`src/rtl/panex_move_feeder.sv`:
```
`default_nettype none
// ============================================================================
//  Module      : panex_move_feeder
//  Description : Upstream move feeder for the Panex puzzle core. Accepts
//                (fr,to) moves over a valid/ready handshake, drops illegal
//                moves, buffers legal ones in a small FIFO and issues at most
//                one move per cycle on registered fr/to outputs.
//  Revision    : 1.0 - initial release
// ----------------------------------------------------------------------------
//  Parameters
//    DEPTH   FIFO entries (power of 2, >= 2)
//    CW      width of the issued-move and rejected-move counters
//  Ports
//    clk      in   clock, all state changes on posedge
//    rst      in   synchronous reset, active-low
//    in_vld   in   upstream move valid
//    in_fr    in   upstream source rod (00 left, 01 middle, 10 right)
//    in_to    in   upstream target rod
//    in_rdy   out  feeder can accept a move this cycle
//    hold     in   pause issuing; buffered moves are retained
//    out_vld  out  fr/to carry a real move this cycle
//    fr       out  source rod to core; 2'b11 when idle
//    to       out  target rod to core; 2'b11 when idle
//    mv_cnt   out  moves issued since reset (saturating)
//    rej_cnt  out  illegal moves dropped since reset (saturating)
//    rej_p    out  one-cycle pulse the cycle after a drop
// ============================================================================
module panex_move_feeder #(
  parameter int DEPTH = 4,
  parameter int CW    = 16
) (
  input  logic          clk,
  input  logic          rst,
  input  logic          in_vld,
  input  logic [1:0]    in_fr,
  input  logic [1:0]    in_to,
  output logic          in_rdy,
  input  logic          hold,
  output logic          out_vld,
  output logic [1:0]    fr,
  output logic [1:0]    to,
  output logic [CW-1:0] mv_cnt,
  output logic [CW-1:0] rej_cnt,
  output logic          rej_p
);

  localparam int         AW     = $clog2(DEPTH);
  localparam logic [1:0] C_NOOP = 2'b11;

  // FIFO storage, each entry is {fr, to}
  logic [3:0]    mem_q [DEPTH];
  logic [3:0]    mem_d [DEPTH];

  // Pointers carry one extra wrap bit so full and empty can be told apart
  logic [AW:0]   wr_ptr_q, wr_ptr_d;
  logic [AW:0]   rd_ptr_q, rd_ptr_d;

  logic          out_vld_q, out_vld_d;
  logic [1:0]    fr_q, fr_d;
  logic [1:0]    to_q, to_d;
  logic [CW-1:0] mv_cnt_q, mv_cnt_d;
  logic [CW-1:0] rej_cnt_q, rej_cnt_d;
  logic          rej_p_q, rej_p_d;

  logic          w_empty;
  logic          w_full;
  logic          w_xfer;
  logic          w_legal;
  logic          w_push;
  logic          w_drop;
  logic          w_pop;
  logic [3:0]    w_head;

  assign w_empty = (wr_ptr_q == rd_ptr_q);
  assign w_full  = (wr_ptr_q[AW] != rd_ptr_q[AW]) &&
                   (wr_ptr_q[AW-1:0] == rd_ptr_q[AW-1:0]);

  // Ready depends only on occupancy; it is also forced low while reset is
  // asserted so a move presented in the reset cycle is never consumed.
  assign in_rdy  = rst && !w_full;

  assign w_xfer  = in_vld && in_rdy;
  assign w_legal = (in_fr != in_to) && (in_fr != C_NOOP) && (in_to != C_NOOP);
  assign w_push  = w_xfer && w_legal;
  assign w_drop  = w_xfer && !w_legal;

  // Pop looks only at the registered pointers, so an entry written on this
  // edge cannot be issued on the same edge.
  assign w_pop   = !w_empty && !hold;
  assign w_head  = mem_q[rd_ptr_q[AW-1:0]];

  always_comb begin
    mem_d     = mem_q;
    wr_ptr_d  = wr_ptr_q;
    rd_ptr_d  = rd_ptr_q;
    out_vld_d = 1'b0;
    fr_d      = C_NOOP;
    to_d      = C_NOOP;
    mv_cnt_d  = mv_cnt_q;
    rej_cnt_d = rej_cnt_q;
    rej_p_d   = w_drop;

    if (w_push) begin
      mem_d[wr_ptr_q[AW-1:0]] = {in_fr, in_to};
      wr_ptr_d                = wr_ptr_q + 1'b1;
    end

    if (w_pop) begin
      rd_ptr_d  = rd_ptr_q + 1'b1;
      out_vld_d = 1'b1;
      fr_d      = w_head[3:2];
      to_d      = w_head[1:0];
      if (mv_cnt_q != {CW{1'b1}}) begin
        mv_cnt_d = mv_cnt_q + CW'(1);
      end
    end

    if (w_drop && (rej_cnt_q != {CW{1'b1}})) begin
      rej_cnt_d = rej_cnt_q + CW'(1);
    end
  end

  always_ff @(posedge clk) begin
    if (!rst) begin
      for (int i = 0; i < DEPTH; i++) begin
        mem_q[i] <= 4'b0000;
      end
      wr_ptr_q  <= '0;
      rd_ptr_q  <= '0;
      out_vld_q <= 1'b0;
      fr_q      <= C_NOOP;
      to_q      <= C_NOOP;
      mv_cnt_q  <= '0;
      rej_cnt_q <= '0;
      rej_p_q   <= 1'b0;
    end else begin
      for (int i = 0; i < DEPTH; i++) begin
        mem_q[i] <= mem_d[i];
      end
      wr_ptr_q  <= wr_ptr_d;
      rd_ptr_q  <= rd_ptr_d;
      out_vld_q <= out_vld_d;
      fr_q      <= fr_d;
      to_q      <= to_d;
      mv_cnt_q  <= mv_cnt_d;
      rej_cnt_q <= rej_cnt_d;
      rej_p_q   <= rej_p_d;
    end
  end

  assign out_vld = out_vld_q;
  assign fr      = fr_q;
  assign to      = to_q;
  assign mv_cnt  = mv_cnt_q;
  assign rej_cnt = rej_cnt_q;
  assign rej_p   = rej_p_q;

endmodule
`default_nettype wire

```
`config.mk`:
```
export PLATFORM = sky130hd
export DESIGN_NAME = panex_move_feeder
export DESIGN_NICKNAME = d
export VERILOG_FILES = /design/src/rtl/panex_move_feeder.sv
export SDC_FILE = /design/constraint.sdc
export NUM_CORES = 1
export LEC_CHECK = 0
export ABC_AREA = 1
export BUFFER_PORTS_ARGS = -buffer_cell sky130_fd_sc_hd__buf_2
export CAP_MARGIN = 20
export CORE_MARGIN = 8
export CORE_UTILIZATION = 40
export CTS_CLUSTER_DIAMETER = 80
export DETAILED_ROUTE_END_ITERATION = 16
export MAX_ROUTING_LAYER = met4
export PLACE_DENSITY = 0.67
export SYNTH_ARGS = -nofsm -noshare
export SYNTH_HDL_FRONTEND = slang
export SYNTH_SLANG_ARGS = --single-unit
```
`constraint.sdc`:
```
create_clock -name clk -period 3.3 [get_ports clk]
set_input_delay 0.165 -clock clk [delete_from_list [all_inputs] [get_ports clk]]
set_output_delay 0.165 -clock clk [all_outputs]
set_load 0.02 [all_outputs]
```
# Word-level counts from Yosys, hierarchy flattened
# Index checks and enable logic that the tools add are counted.
[word_totals]
elab_cells = 52
ff_bits = 60
output_inout_bits = 39
input_bits = 8
[op_classes]
reduce_logical = 16
n_lt_le_gt_ge = 3
eq_ne = 8
bitwise = 2
n_mux = 7
n_addsub = 4
[op_table]
columns = ["op", "n"]
rows = [
  ["$add A16 B1 Y16 const B", 2],
  ["$ne A16 B16 Y1 const B", 2],
  ["$bwmux W16", 1],
  ["$mux W4", 3],
  ["$logic_and A1 B1 Y1", 10],
  ["$bmux W4 S2", 1],
  ["$demux W4 S2", 1],
  ["$add A3 B1 Y3 const B", 2],
  ["$ge A3 B3 Y1 const B", 2],
  ["$not A2 Y3", 2],
  ["$logic_not A1 Y1", 4],
  ["$ne A2 B2 Y1 const B", 2],
  ["$reduce_and A2 Y1", 2],
  ["$eq A3 B3 Y1", 1],
  ["$lt A3 B1 Y1 const B", 1],
  ["$eq A2 B2 Y1", 1],
  ["$ne A2 B2 Y1", 1],
  ["$mux W1", 1],
  ["$ne A1 B1 Y1", 1],
]

# Logic depth before layout (Yosys ltp)
[logic_depth]
ltp_word = 7
depth_mapped = 11
depth_no_buf = 10

# Least setup slack after synthesis
# Ideal clock, no wire load.
[synth_path]
kind = "flip-flop to flip-flop"
start = "register mv_cnt_q[0], in the netlist mv_cnt[0]"
end = "register mv_cnt_q[8], in the netlist mv_cnt[8]"
period_less_slack_ps = 1721
path_buffers = 1
path_stages_with_launch = 10
setup_time_ps = 142
required_time_ps = 3158
setup_slack_ps = 1579
t_arrival_ps = 1580
path_cell_list = "dfxtp_1 ha_1 nand3_2 nor3_4 nand3_2 nand3_4 inv_4 buf_6 nand2_2 a21oi_2"
[synth_between]
elab_chain_len = 2
word_cells_on_any_way = 3
classes_between = "add/sub (1); eq/ne (1); reduce/logical (1)"
[synth_lines]
columns = ["item", "line_no", "source"]
rows = [
  ["from (decl)", "61", "logic [CW-1:0] mv_cnt_q, mv_cnt_d;"],
  ["from (signal assigned)", "145", "mv_cnt_q <= mv_cnt_d;"],
  ["parallel branches: the longest is 2 deep, another holds $add A16 B1 Y16", "-", ""],
]
# Several ways; the timed one is not identified.
# A chain may end at the register's enable or synchronous reset.

# Final worst setup path
[layout_path]
start = "register rej_cnt_q[0], in the netlist rej_cnt[0]"
end = "register rej_cnt_q[0], in the netlist rej_cnt[0]"
[layout_between]
elab_chain_len = 2
word_cells_on_any_way = 3
classes_between = "add/sub (1); eq/ne (1); reduce/logical (1)"
[layout_lines]
columns = ["item", "line_no", "source"]
rows = [
  ["from (decl)", "62", "logic [CW-1:0] rej_cnt_q, rej_cnt_d;"],
  ["from (signal assigned)", "146", "rej_cnt_q <= rej_cnt_d;"],
  ["parallel branches: the longest is 2 deep, another holds $add A16 B1 Y16", "-", ""],
]
# Several ways; the timed one is not identified.

==> key figures <==
Critical path
  • Worst Setup Start Kind: register
  • Largest stage delay on the critical path: 0.43 ns
  • CP cell instances: ha_1 > nand2_1 > nor2_2 > nand4_1 > inv_1 > nor2_1 > nand2_1 > nand2_1 > nor2_1
  • WP data arrival: between 2 and 2.5 ns
  • CP Class: register to register
  • Crit path max-delay cell type: nand4_1
  • CP Max Fanout: 13
  • Most frequent CP cell: nand2_1
  • Worst path required time: ~3.6 ns
  • Critical Path Sink Type: register

Final layout
  • Layout cells sized above 1: 0.208
  • # fillers: 803
  • # nets final: 528
  • Syn-to-layout area delta: 16.0%
  • Antenna Cells: 0
  • Layout Cells excl Fill: 620

Placed design
  • Post-DP HPWL: between 5 and 6 mm
  • Placed instance count: 604
  • Placer Congestion: just under 0.9
  • Port Buffers: 46
  • Pre-CTS setup slack: 1.46 ns

Global routing
  • Global-route total usage across every layer: 0.139
  • Initial antenna violation count: 0
  • First-pass GRT wire length: 12.6 mm
  • Vias in the first global route: 2,854
  • GRT overflow: 0
  • Largest net degree at the start of global routing: 35

Synth
  • Syn Inst Count: 466
  • EDFF count, synth: 0
  • Yosys top cell by area: dfxtp_1
  • Synth cell types: 37
  • Commonest cells post-synth: nand2_1 (136), nor2_1 (111), dfxtp_1 (60)
  • Main synth FF type: dfxtp_1
  • Area contributors post-synth: dfxtp_1 (37%), nand2_1 (16%), nor2_1 (13%), inv_1 (3.1%), ha_1 (2.7%)
  • Syn Area/Cell: 6.93 um2
  • Synth top area share: 0.372
  • Register bit total from synthesis: 60
  • Top-count cell post-synth: nand2_1
  • Seq/Total Area, Yosys: 0.372
  • Synth Warn #: 0
  • Ys async rst share: 0
  • Syn nets: around 480
  • Synth Cell Area: 0.00323 mm2

STA
  • Final Hold Viols: 0
  • Max-slew violation count: 0
  • Skew final: 0.0130 ns
  • Final setup TNS: 0 ns
  • Worst relative slew slack: 0.542
  • Clock period minus worst slack: 1.87 ns
  • Worst-Margin Slew: 0.687 ns
  • Setup violators final: 0
  • Final worst setup slack: 1.43 ns
  • Final critical-path share of the clock period: 0.566
  • Fmax: 0.535 GHz
  • RSZ-0062 raised after global routing: no

Power and ir drop
  • Sw Pwr: 0.000478 W
  • Sw Ratio: 0.275
  • Internal power component: 0.00126 W
  • Leakage: roughly 1.6 nW
  • Share of power burned in registers: 0.447
  • Clock network power share: 0.430
  • Part of the power in combinational logic: 0.124
  • Maximum VDD drop: 0.000183 V
  • Power Dens Cells: 464 mW/mm2

CTS
  • Post-CTS Setup Inserts: 0
  • Clock buffer count from CTS: 9
  • Clock sinks: 60
  • CTS tree: built
  • PostCTS Resize Cnt: 0
  • Root buffer cell: clkbuf_8
  • Clk_lat worst skew: 0.34 ns
  • Worst-path clk slew: 0.07 ns
  • Hold-fix buffers, CTS: 0
  • Max H-tree Level: 3
  • Clock tree buffer depth: 2

Die
  • Die extent in x: between 100 and 150 um
  • Die Y: ~110 um
  • Total core area: 0.00777 mm2
  • IO Count: 47
  • Starting Density: 0.416
  • FP Rows: 32
  • Die area: 0.0112 mm2

Route
  • Vias: 2,930
  • Routed Antenna Nets: 0
  • Drt total wl: 7.26 mm
  • DR pass1 iterations: 4
  • Post-DR wirelength/cell: 11.7 um
  • Initial DRC Count: 72
  • Residual DRC count: 0
  • Vias per Instance: 4.73

Worst hold path
  • Hold crit path type: primary input to register

Flow run
  • Max Cap Viol: 0

Outcome
  • Status: complete, no violations
## power by group through the flow
| stage | clock (W) | combinational [W] | sequential [W] |
|---|---|---|---|
| after floorplan | 0 | 0.000166 | 0.000800 |
| after global placement | 0 | 0.000213 | 0.000793 |
| after detailed placement | 0 | 0.000217 | 0.000795 |
| after CTS | 0.000767 | 0.000219 | 0.000777 |
| after global routing | 0.000799 | 0.000243 | 0.000782 |
| final | 0.000747 | 0.000215 | 0.000777 |
## cell usage in the layout (no fill, tap or decap)
master,n
ha_1,7
nor2_8,1
nand3_4,2
nand4_4,2
o221ai_1,4
xnor2_4,1
dfxtp_1,60
clkinv_1,1
nor3_4,1
a21oi_2,9
inv_4,1
nor3_1,5
nand3b_2,1
buf_4,1
nor2_2,4
nor2_4,3
o21ai_0,14
nand2_1,136
nand3_2,2
nand3_1,14
a21oi_1,11
inv_1,27
and2_1,1
nand4_1,5
nand2_2,9
clkbuf_8,10
buf_2,46
nor3_2,1
nor2_1,111
clkinv_4,2
bufinv_16,2
o21bai_1,1
xnor2_1,3
xor2_1,10
inv_2,7
clkinv_2,2
nor3b_2,1
## worst max-delay path: cells and delay by family, from the launching register on
kind	cells	cell delay, ns
and+or+nand+nor	7	0.97
DFF	1	0.39
buffers and inverters	1	0.24
adders and majority gates	1	0.20
## metal layers
| metal | part of all wire | track usage | vias up |
|---|---|---|---|
| li1 | - | - | 1560 |
| met1 | 0.47 | 0.155 | 1322 |
| met2 | 0.47 | 0.231 | 41 |
| met3 | 0.041 | 0.0426 | 7 |
| met4 | 0.013 | 0.0492 | 0 |
| met5 | 0 | - | - |
## flip-flops by register name, indices dropped and copies added (netlist names)
name and flops:
mem_q 16, mv_cnt 16, rej_cnt 16, rd_ptr_q 3
wr_ptr_q 3, fr 2, to 2, out_vld 1
rej_p 1
## stage by stage
| stage | utilization | cell area, um2 | hold slack, ns | power [W] |
|---|---|---|---|---|
| after floorplan | - | 3230 | 0.380 | 0.000966 |
| after global placement | 0.453 | 3520 | 0.458 | 0.00101 |
| after detailed placement | 0.453 | 3520 | 0.470 | 0.00101 |
| after CTS | 0.482 | 3750 | 0.158 | 0.00176 |
| after global routing | 0.482 | 3750 | 0.190 | 0.00182 |
| final | 0.482 | 3750 | 0.171 | 0.00174 |
## cell type report
class / instances / area [um2] / area share
repair buffers: 47 / 238 / 0.0634
well taps: 102 / 128 / 0.0341
multi-input cells: 359 / 1820 / 0.485
flip-flops and latches: 60 / 1200 / 0.321
clock buffers: 10 / 138 / 0.0367
inverters: 36 / 138 / 0.0367
clock inverters: 6 / 87.6 / 0.0234
## worst paths after layout
path	startpoint	to	slack, ns	depth (start not counted)
worst max-delay path	rej_cnt[0]$_SDFFE_PN0P_	rej_cnt[0]$_SDFFE_PN0P_	1.43	9
worst min-delay path	in_fr[0]	mem_q[10]$_SDFFE_PN0P_	0.17	5
worst max register to register	rej_cnt[0]$_SDFFE_PN0P_	rej_cnt[0]$_SDFFE_PN0P_	1.43	9
worst min register to register	mem_q[7]$_SDFFE_PN0P_	mem_q[7]$_SDFFE_PN0P_	0.48	2
## kinds of logic after synthesis
kind of cell	count (synthesis)	share of synthesized area
compound gates	39	0.0763
xor+xnor	14	0.0438
fa+ha+maj	7	0.0271
buf+inv	47	0.0655
flops	60	0.372
simple gates	299	0.416
No activity file was read; power rests on OpenSTA's default activity.
